$ cat config.mk
export PLATFORM = sky130hd
export DESIGN_NAME = mem_stage
export DESIGN_NICKNAME = d
export VERILOG_FILES = /design/src/rtl/pipeline_pkg.sv /design/src/rtl/mem_wait_timer.sv /design/src/rtl/mem_stage.sv
export SDC_FILE = /design/constraint.sdc
export NUM_CORES = 1
export LEC_CHECK = 0
export BUFFER_PORTS_ARGS = -buffer_cell sky130_fd_sc_hd__buf_2
export CAP_MARGIN = 10
export CORE_AREA = 4 4 183 185
export CTS_BUF_LIST = sky130_fd_sc_hd__clkbuf_2
export DETAILED_ROUTE_END_ITERATION = 16
export DIE_AREA = 0 0 187 189
export PLACE_DENSITY = 0.6
export SYNTH_ARGS = -nofsm -noshare
export SYNTH_HDL_FRONTEND = slang
export SYNTH_SLANG_ARGS = --single-unit
$ cat constraint.sdc
create_clock -name clk -period 8.9 [get_ports clk]
set_clock_uncertainty 0.05 [all_clocks]
set_input_delay 0.89 -clock clk [delete_from_list [all_inputs] [get_ports clk]]
set_output_delay 0.89 -clock clk [all_outputs]
set_load 0.02 [all_outputs]
$ cat src/rtl/pipeline_pkg.sv
// Shared types for the MEM stage: pipeline register layouts, access FSM states
// and the zero-register index that is never written.
package pipeline_pkg;

  localparam int XLEN   = 64;
  localparam int RIDX_W = 5;
  localparam logic [RIDX_W-1:0] XZR = 5'd31;

  typedef struct packed {
    logic              valid;
    logic [XLEN-1:0]   result;
    logic [XLEN-1:0]   store_data;
    logic [RIDX_W-1:0] Rd;
    logic              MemToReg;
    logic              RegWrite;
    logic              MemWrite;
  } ex_mem_t;

  typedef struct packed {
    logic              valid;
    logic [RIDX_W-1:0] Rd;
    logic              RegWrite;
    logic [XLEN-1:0]   data;
  } mem_wb_t;

  typedef enum logic [1:0] {IDLE, ACCESS, FAULT} mem_state_t;

  // A store never writes the register file, and neither does any write to XZR.
  function automatic logic writes_reg(input logic reg_write, input logic mem_write,
                                      input logic [RIDX_W-1:0] rd);
    return reg_write & ~mem_write & (rd != XZR);
  endfunction

endpackage

$ cat src/rtl/mem_wait_timer.sv
// Counts consecutive memory wait states; terminal fires on the wait cycle that
// would bring the count to MAX_WAIT.
module mem_wait_timer #(
  parameter int MAX_WAIT = 16
) (
  input  logic clk,
  input  logic reset,
  input  logic clear,
  input  logic enable,
  output logic terminal
);

  localparam int CNT_W = $clog2(MAX_WAIT + 1);

  logic [CNT_W-1:0] count;

  always_ff @(posedge clk or posedge reset) begin
    if (reset) begin
      count <= '0;
    end else if (clear) begin
      count <= '0;
    end else if (enable) begin
      count <= count + 1'b1;
    end
  end

  assign terminal = enable & (count == CNT_W'(MAX_WAIT - 1));

endmodule

$ cat src/rtl/mem_stage.sv
// MEM pipeline stage: EX/MEM register, data-memory handshake with timeout fault,
// EX bypass of non-load results and the MEM/WB register.
module mem_stage
  import pipeline_pkg::*;
#(
  parameter int DATA_W   = XLEN,   // must match the package struct width
  parameter int REG_W    = RIDX_W,
  parameter int MAX_WAIT = 16
) (
  input  logic              clk,
  input  logic              reset,
  input  logic              ex_valid,
  input  logic [DATA_W-1:0] ex_result,
  input  logic [DATA_W-1:0] ex_store_data,
  input  logic [REG_W-1:0]  ex_Rd,
  input  logic              ex_MemToReg,
  input  logic              ex_RegWrite,
  input  logic              ex_MemWrite,
  output logic              stall_out,
  output logic              mem_req,
  output logic              mem_we,
  output logic [DATA_W-1:0] mem_addr,
  output logic [DATA_W-1:0] mem_wdata,
  input  logic              mem_ready,
  input  logic [DATA_W-1:0] mem_rdata,
  output logic              fwd_valid,
  output logic [REG_W-1:0]  fwd_Rd,
  output logic [DATA_W-1:0] fwd_data,
  output logic              wb_valid,
  output logic [REG_W-1:0]  wb_Rd,
  output logic              wb_RegWrite,
  output logic [DATA_W-1:0] wb_data,
  output logic              mem_fault
);

  ex_mem_t    ex_mem_p0;
  ex_mem_t    ex_in;
  mem_wb_t    mem_wb_p1;
  mem_state_t state;
  logic       is_mem;
  logic       waiting;
  logic       timeout;
  logic       faulted;

  always_comb begin
    ex_in = '0;
    if (ex_valid) begin
      ex_in.valid      = 1'b1;
      ex_in.result     = ex_result;
      ex_in.store_data = ex_store_data;
      ex_in.Rd         = ex_Rd;
      ex_in.MemToReg   = ex_MemToReg;
      ex_in.RegWrite   = ex_RegWrite;
      ex_in.MemWrite   = ex_MemWrite;
    end
  end

  // ---- EX/MEM boundary ----
  always_ff @(posedge clk or posedge reset) begin
    if (reset) begin
      ex_mem_p0 <= '0;
    end else if (!stall_out) begin
      ex_mem_p0 <= ex_in;
    end
  end

  assign is_mem  = ex_mem_p0.valid & (ex_mem_p0.MemToReg | ex_mem_p0.MemWrite);
  assign faulted = (state == FAULT);

  // Requests go out in the same cycle the op lands in EX/MEM; a faulted stage
  // lets memory ops drain without touching memory.
  assign mem_req   = is_mem & ~faulted;
  assign mem_we    = mem_req & ex_mem_p0.MemWrite;
  assign mem_addr  = ex_mem_p0.result;
  assign mem_wdata = ex_mem_p0.store_data;
  assign waiting   = mem_req & ~mem_ready;
  assign stall_out = waiting;

  assign fwd_valid = ex_mem_p0.valid & ex_mem_p0.RegWrite & ~ex_mem_p0.MemToReg &
                     (ex_mem_p0.Rd != XZR);
  assign fwd_Rd    = ex_mem_p0.Rd;
  assign fwd_data  = ex_mem_p0.result;

  mem_wait_timer #(
    .MAX_WAIT(MAX_WAIT)
  ) u_timer (
    .clk     (clk),
    .reset   (reset),
    .clear   (~waiting),
    .enable  (waiting),
    .terminal(timeout)
  );

  always_ff @(posedge clk or posedge reset) begin
    if (reset) begin
      state     <= IDLE;
      mem_fault <= 1'b0;
    end else begin
      case (state)
        IDLE, ACCESS: begin
          if (timeout) begin
            state     <= FAULT;
            mem_fault <= 1'b1;
          end else if (waiting) begin
            state <= ACCESS;
          end else begin
            state <= IDLE;
          end
        end
        FAULT:   state <= FAULT;
        default: state <= IDLE;
      endcase
    end
  end

  // ---- MEM/WB boundary ----
  always_ff @(posedge clk or posedge reset) begin
    if (reset) begin
      mem_wb_p1 <= '0;
    end else if (stall_out) begin
      mem_wb_p1.valid    <= 1'b0;
      mem_wb_p1.RegWrite <= 1'b0;
    end else begin
      mem_wb_p1.valid    <= ex_mem_p0.valid;
      mem_wb_p1.Rd       <= ex_mem_p0.Rd;
      mem_wb_p1.RegWrite <= ex_mem_p0.valid & ~(is_mem & faulted) &
                            writes_reg(ex_mem_p0.RegWrite, ex_mem_p0.MemWrite, ex_mem_p0.Rd);
      mem_wb_p1.data     <= ex_mem_p0.MemToReg ? mem_rdata : ex_mem_p0.result;
    end
  end

  assign wb_valid    = mem_wb_p1.valid;
  assign wb_Rd       = mem_wb_p1.Rd;
  assign wb_RegWrite = mem_wb_p1.RegWrite;
  assign wb_data     = mem_wb_p1.data;

endmodule

==> results.yml, run 1 <==
synthesis:
  synth_top_family_by_area: "buffers and inverters"
  synth_xor_area_frac: 0.00158
  yosysWarnings: 0
  synth-seq-area-share: 0.488
  syn_area_per_cell_um2: 10.1
  synth_top_area_frac: 0.488
  synth-simple-area-share: 0.0774
  yosys_register_bits: 216
  syn_inst: 1103
  muxShareOfSynthArea: 0.191
  synth-edff-count: 0
  synth-adder-area-share: 0.00226
  synth.area.top_cells: "dfrtp_1 49%, buf_4 14%, mux2i_1 12%, nand2_1 6.8%, inv_1 4.6%"
  netlist_area_um2: 11100
  synth_common_cells: "216 x dfrtp_1, 211 x buf_4, 202 x nand2_1"
  ys_types: 28
  yosysMostFrequentCell: "dfrtp_1"
  async_flop_share: 1.00
  ys.flop_type: "dfrtp_1"
  synth_top_cell_by_area: "dfrtp_1"
  synth_fp_nets: 1309
  synth_compound_area_frac: 0.0337
route:
  viasPerCell: 4.36
  drtIter0Drc: 198
  wirelength_mm: 29.5
  drc: 0
  first_pass_iters: 4
  vias: 8028
  ant_nets: 0
  wire_per_inst_um: 16.0
flow_run:
  cap_violations: 0
clock_tree:
  cts_buffer_depth: 3
  cts_root_buf: "clkbuf_2"
  htree_levels: 2
  cts_num_sinks: 216
  worst_skew_pair.late_latency_ns: 0.79
  cts_resized: 0
  cts_setup_buffers: 0
  cts_tree: "built"
  clkTransAtPathRegs_ns: 0.12
  cts_hold_buf: 0
  cts-buffers-inserted: 57
timing:
  holdWs_ns: 0.155
  grt_setup_unrepaired: "no"
  period_needed_ns: 3.30
  period_share: 0.371
  finalSetupViolations: 0
  slew_headroom: 0.306
  hold_viol: 0
  tightest_slew_ns: 1.04
  drv_slew: 0
  max_freq_mhz: 303
  setup_ws_ns: 5.60
  fin_setup_tns_ns: 0
power:
  power.density_nw_per_um2: 162
  ir_drop_mv: 0.0882
  p_leak_nw: 7.93
final_layout:
  design_area_um2: 12800
  syn2layout_area_growth_pct: 15.4
  drive_gt1_frac: 0.416
  finalNetCount: 1600
placement:
  place_area_um2: 12300
  gp_congestion: 0.813
  place_ws_ns: 5.41
  hpwl_mm: 21.4
  portBuffers: 476
global_routing:
  grt.overflow.total: 0
  grt_max_degree: 151
  first_global_vias: 8379
  grt_pass1_wl_mm: 46.2
  antenna_found_initial: 3
  grt_use_total: 0.161
setup_path:
  path_cells: "o2111ai_4, buf_12, buf_4, mux2_2"
  critPathMaxFanout: 150
  cp.required_ns: 9.52
  slowest_stage: "buf_4"
  end_kind: "flip-flop"
  criticalPathCategory: "flip-flop to flip-flop"
  crit_family: "buffers and inverters"
  crit_buf_inv: 2
  crit_path_start_kind: "flip-flop"
  arrival_ns: 3.92
  slowest_delay_ns: 0.91
floorplanning:
  core-area_um2: 32000
  die_x_um: 187
  io_pins: 477
  num_rows: 66
  dieArea_um2: 35300
  die_h_um: 189
  initial_utilization: 0.346
min_path:
  hp-class: "input pin to async pin"
run_status:
  status: "complete, no violations"
==> state kept, by name, summed over array words and instances, names as in the netlist <==
register	count
ex_mem_p0	4
fwd_Rd	5
fwd_data	64
mem_fault	1
mem_wdata	64
state	2
u_timer.count	5
wb_Rd	5
wb_RegWrite	1
wb_data	64
wb_valid	1
==> report_power, final <==
part | internal, mW | switching (mW)
sequential | 1.04 | 0.0394
combinational | 0.122 | 0.211
clock | 0.262 | 0.401
==> final timing paths <==
kind | from | end | slack [ns] | cells after the start
max in group asynchronous | reset | fwd_data[61]$_DFFE_PP0P_ | 7.24 | 3
min reg2reg | u_timer.count[0]$_DFF_PP0_ | u_timer.count[0]$_DFF_PP0_ | 0.42 | 1
min in group clk | ex_result[57] | fwd_data[57]$_DFFE_PP0P_ | 0.29 | 3
min | reset | fwd_data[57]$_DFFE_PP0P_ | 0.15 | 2
max | ex_mem_p0[2]$_DFFE_PP0P_ | wb_data[60]$_DFFE_PP0P_ | 5.60 | 4
max reg2reg | ex_mem_p0[2]$_DFFE_PP0P_ | wb_data[60]$_DFFE_PP0P_ | 5.60 | 4
==> metrics by stage <==
stage          instances  total power [mW]  utilization
2_1_floorplan       1103              1.34            -
3_3_place_gp        1743              1.43        0.384
3_5_place_dp        1743              1.44        0.384
4_1_cts             1839              2.13        0.399
5_1_grt             1841              2.22        0.399
6_report            1842              2.07        0.399
==> routing by layer <==
layer  up-vias  part of all wire  track usage
li1       3877                 -            -
met1      3753              0.39        0.190
met2       354              0.50        0.280
met3        44             0.087       0.0546
met4         0             0.021       0.0509
met5         -                 0            0
==> area by class of cell <==
type,instances,area (um^2)
clock buffers,77,385
well taps,408,510
clock inverters,19,104
repair buffers,482,2440
fillers,3311,19300
diodes,3,7.51
multi-input cells,499,3400
inverters,138,526
flip-flops and latches,216,5410
==> cell families (layout without fill, tap and decap cells) <==
| kind of cell | Yosys count | count (layout) |
|---|---|---|
| AO/OA/AOI/OAI | 71 | 71 |
| XOR/XNOR | 2 | 2 |
| adder cells (fa/ha/maj) | 2 | 2 |
| buffers and inverters | 388 | 716 |
| flip-flops | 216 | 216 |
| multiplexers | 203 | 203 |
| other | 0 | 3 |
| AND/OR/NAND/NOR | 221 | 221 |
==> cells in the final DEF (no fill, tap or decap) <==
| master | netlist | routed |
|---|---|---|
| buf_2 | 7 | 475 |
| ha_1 | 2 | 2 |
| buf_12 | 0 | 1 |
| nand2b_2 | 1 | 1 |
| and3_1 | 2 | 2 |
| inv_8 | 0 | 1 |
| xor2_1 | 1 | 1 |
| nor3_1 | 1 | 1 |
| dfrtp_4 | 0 | 1 |
| nand4_1 | 2 | 2 |
| diode_2 | 0 | 3 |
| inv_1 | 137 | 136 |
| dfrtp_1 | 216 | 215 |
| nand3_1 | 2 | 2 |
| o21bai_1 | 1 | 1 |
| o311ai_0 | 1 | 1 |
| clkinv_1 | 0 | 15 |
| mux2i_1 | 134 | 134 |
| nor2_1 | 7 | 7 |
| clkinv_2 | 0 | 2 |
| o21ai_0 | 67 | 67 |
| o2111ai_4 | 0 | 1 |
| mux2_2 | 28 | 28 |
| mux2_1 | 41 | 41 |
| nand2b_1 | 2 | 2 |
| a211oi_1 | 1 | 1 |
| clkbuf_2 | 0 | 77 |
| nand2_1 | 202 | 202 |
| clkinvlp_4 | 0 | 1 |
| xnor2_1 | 1 | 1 |
| buf_4 | 211 | 6 |
| bufinv_16 | 0 | 1 |
| inv_2 | 1 | 1 |
| and2_1 | 2 | 2 |
Note: power is estimated with default switching activity, not from simulation.
==> inputs of run 2 (changes only) <==
==> constraint.sdc (replaced) <==
create_clock -name clk -period 3.3 [get_ports clk]
set_clock_uncertainty 0.05 [all_clocks]
set_input_delay 0.33 -clock clk [delete_from_list [all_inputs] [get_ports clk]]
set_output_delay 0.33 -clock clk [all_outputs]
set_load 0.02 [all_outputs]
==> results.yml, run 2 (same netlist as run 1, synthesis figures left out) <==
timing:
  fin_setup_tns_ns: 0
  drv_slew: 0
  period_needed_ns: 3.03
  hold_viol: 0
  slew_headroom: 0.429
  period_share: 0.917
  max_freq_mhz: 330
  grt_setup_unrepaired: "no"
  finalSetupViolations: 0
  tightest_slew_ns: 0.857
clock_tree:
  cts_num_sinks: 216
  worst_skew_pair.late_latency_ns: 0.84
  cts_tree: "built"
  cts-buffers-inserted: 60
  cts_root_buf: "clkbuf_2"
  cts_resized: 0
  htree_levels: 2
  cts_buffer_depth: 3
  clkTransAtPathRegs_ns: 0.10
route:
  wire_per_inst_um: 16.2
  drtIter0Drc: 334
  wirelength_mm: 34.4
  drc: 0
  viasPerCell: 4.43
  vias: 9403
  ant_nets: 0
  first_pass_iters: 5
global_routing:
  antenna_found_initial: 4
  first_global_vias: 10286
  grt_use_total: 0.189
  grt_pass1_wl_mm: 54.5
  grt_max_degree: 89
  grt.overflow.total: 0
floorplanning:
  dieArea_um2: 35300
  io_pins: 477
  die_h_um: 189
  num_rows: 66
  die_x_um: 187
  core-area_um2: 32000
  initial_utilization: 0.346
run_status:
  status: "complete, no violations"
placement:
  gp_congestion: 0.821
  hpwl_mm: 22.6
  portBuffers: 476
final_layout:
  regArea_um2: 5410
  layout_commonest_cell: "buf_2"
  syn2layout_area_growth_pct: 40.3
  drive_gt1_frac: 0.370
  post-route-util: 0.486
  final_cell_mix: "475 x buf_2, 251 x dlygate4sd3_1, 215 x dfrtp_1"
  n_fill_cell: 2910
  multiInputGateArea_um2: 3400
  finalNetCount: 1868
power:
  power.density_nw_per_um2: 387
  fin_total_pwr_mw: 6.02
  ir_drop_mv: 0.256
  p_leak_nw: 9.08
setup_path:
  r2r_setup_slack_ns: 0.87
  r2r_end: "ex_mem_p0[0]$_DFFE_PP0P_"
  cp.required_ns: 2.92
  worstRegToRegCells: 5
  crit_path_start_kind: "flip-flop"
  end_kind: "output pin"
  criticalPathCategory: "flip-flop to output pin"
  r2r-start: "ex_mem_p0[2]$_DFFE_PP0P_"
  critPathMaxFanout: 46
  arrival_ns: 2.65
min_path:
  hp-class: "input pin to async pin"
flow_run:
  cap_violations: 0
-- run 2: cell types whose count changed in the layout (fill, tap and decap cells not counted) --
cell	change
dlygate4sd3_1	+251
clkbuf_2	+24
bufinv_16	-1
clkinvlp_4	+2
buf_4	+7
clkinv_2	-1
clkinv_1	-7
inv_8	-1
buf_12	+7
-- run 2: through the flow --
stage | area, um^2 | setup WS (ns) | cells | hold slack (ns)
3_3_place_gp | 12500 | 1.03 | 1757 | 0.406
6_report | 15600 | 0.273 | 2123 | 0.176
2_1_floorplan | 11100 | 0.108 | 1103 | 0.383
3_5_place_dp | 12500 | 0.995 | 1757 | 0.407
5_1_grt | 15600 | 0.00424 | 2123 | 0.105
4_1_cts | 15500 | 0.0702 | 2120 | 0.0797
-- run 2: layout make-up --
class / count / area share
Sequential cell: 216 / 0.348
Tap cell: 408 / 0.0328
Clock buffer: 101 / 0.0325
Inverter: 138 / 0.0335
Clock inverter: 11 / 0.00322
Antenna cell: 3 / 0.000483
Multi-Input combinational cell: 499 / 0.219
Timing Repair Buffer: 747 / 0.331
-- run 2: worst max-delay path by stage --
| stage | startpoint | end | slack (ns) | cells after the start |
|---|---|---|---|---|
| after CTS | ex_mem_p0[2]$_DFFE_PP0P_ | stall_out | 0.07 | 4 |
| after global placement | ex_mem_p0[2]$_DFFE_PP0P_ | wb_data[35]$_DFFE_PP0P_ | 1.03 | 4 |
| after global routing | ex_mem_p0[2]$_DFFE_PP0P_ | stall_out | 0.004 | 4 |
| after floorplan | reset | ex_mem_p0[0]$_DFFE_PP0P_ | 0.11 | 1 |
| final | ex_mem_p0[2]$_DFFE_PP0P_ | stall_out | 0.27 | 4 |
| after detailed placement | ex_mem_p0[2]$_DFFE_PP0P_ | wb_data[34]$_DFFE_PP0P_ | 0.99 | 4 |
-- run 2: critical path: stages, from the launching register on --
cell,delay (ns)
dfrtp_4,0.68
o2111ai_4,0.52
buf_12,0.28
inv_2,0.13
buf_2,0.18
-- run 2: where the power goes --
part | switching, mW | internal, mW | leakage (nW) | total [mW]
clock network | 1.15 | 0.797 | 0.436 | 1.94
registers | 0.108 | 2.79 | 2.77 | 2.90
logic | 0.641 | 0.532 | 5.87 | 1.17
-- run 2: timing repair --
action                     in CTS  in global routing
setup endpoints to repair       0                  1
buffers inserted                0                  0
hold endpoints to repair      269                  0
hold buffers                  251                  0
-- run 2: per-layer routing --
layer / track usage / up-vias / routed length, um
met1: 0.209 / 4446 / 13100
met4: 0.0944 / 2 / 1670
met3: 0.0625 / 98 / 2690
met5: 0 / - / 7
li1: - / 4433 / -
met2: 0.329 / 424 / 17000
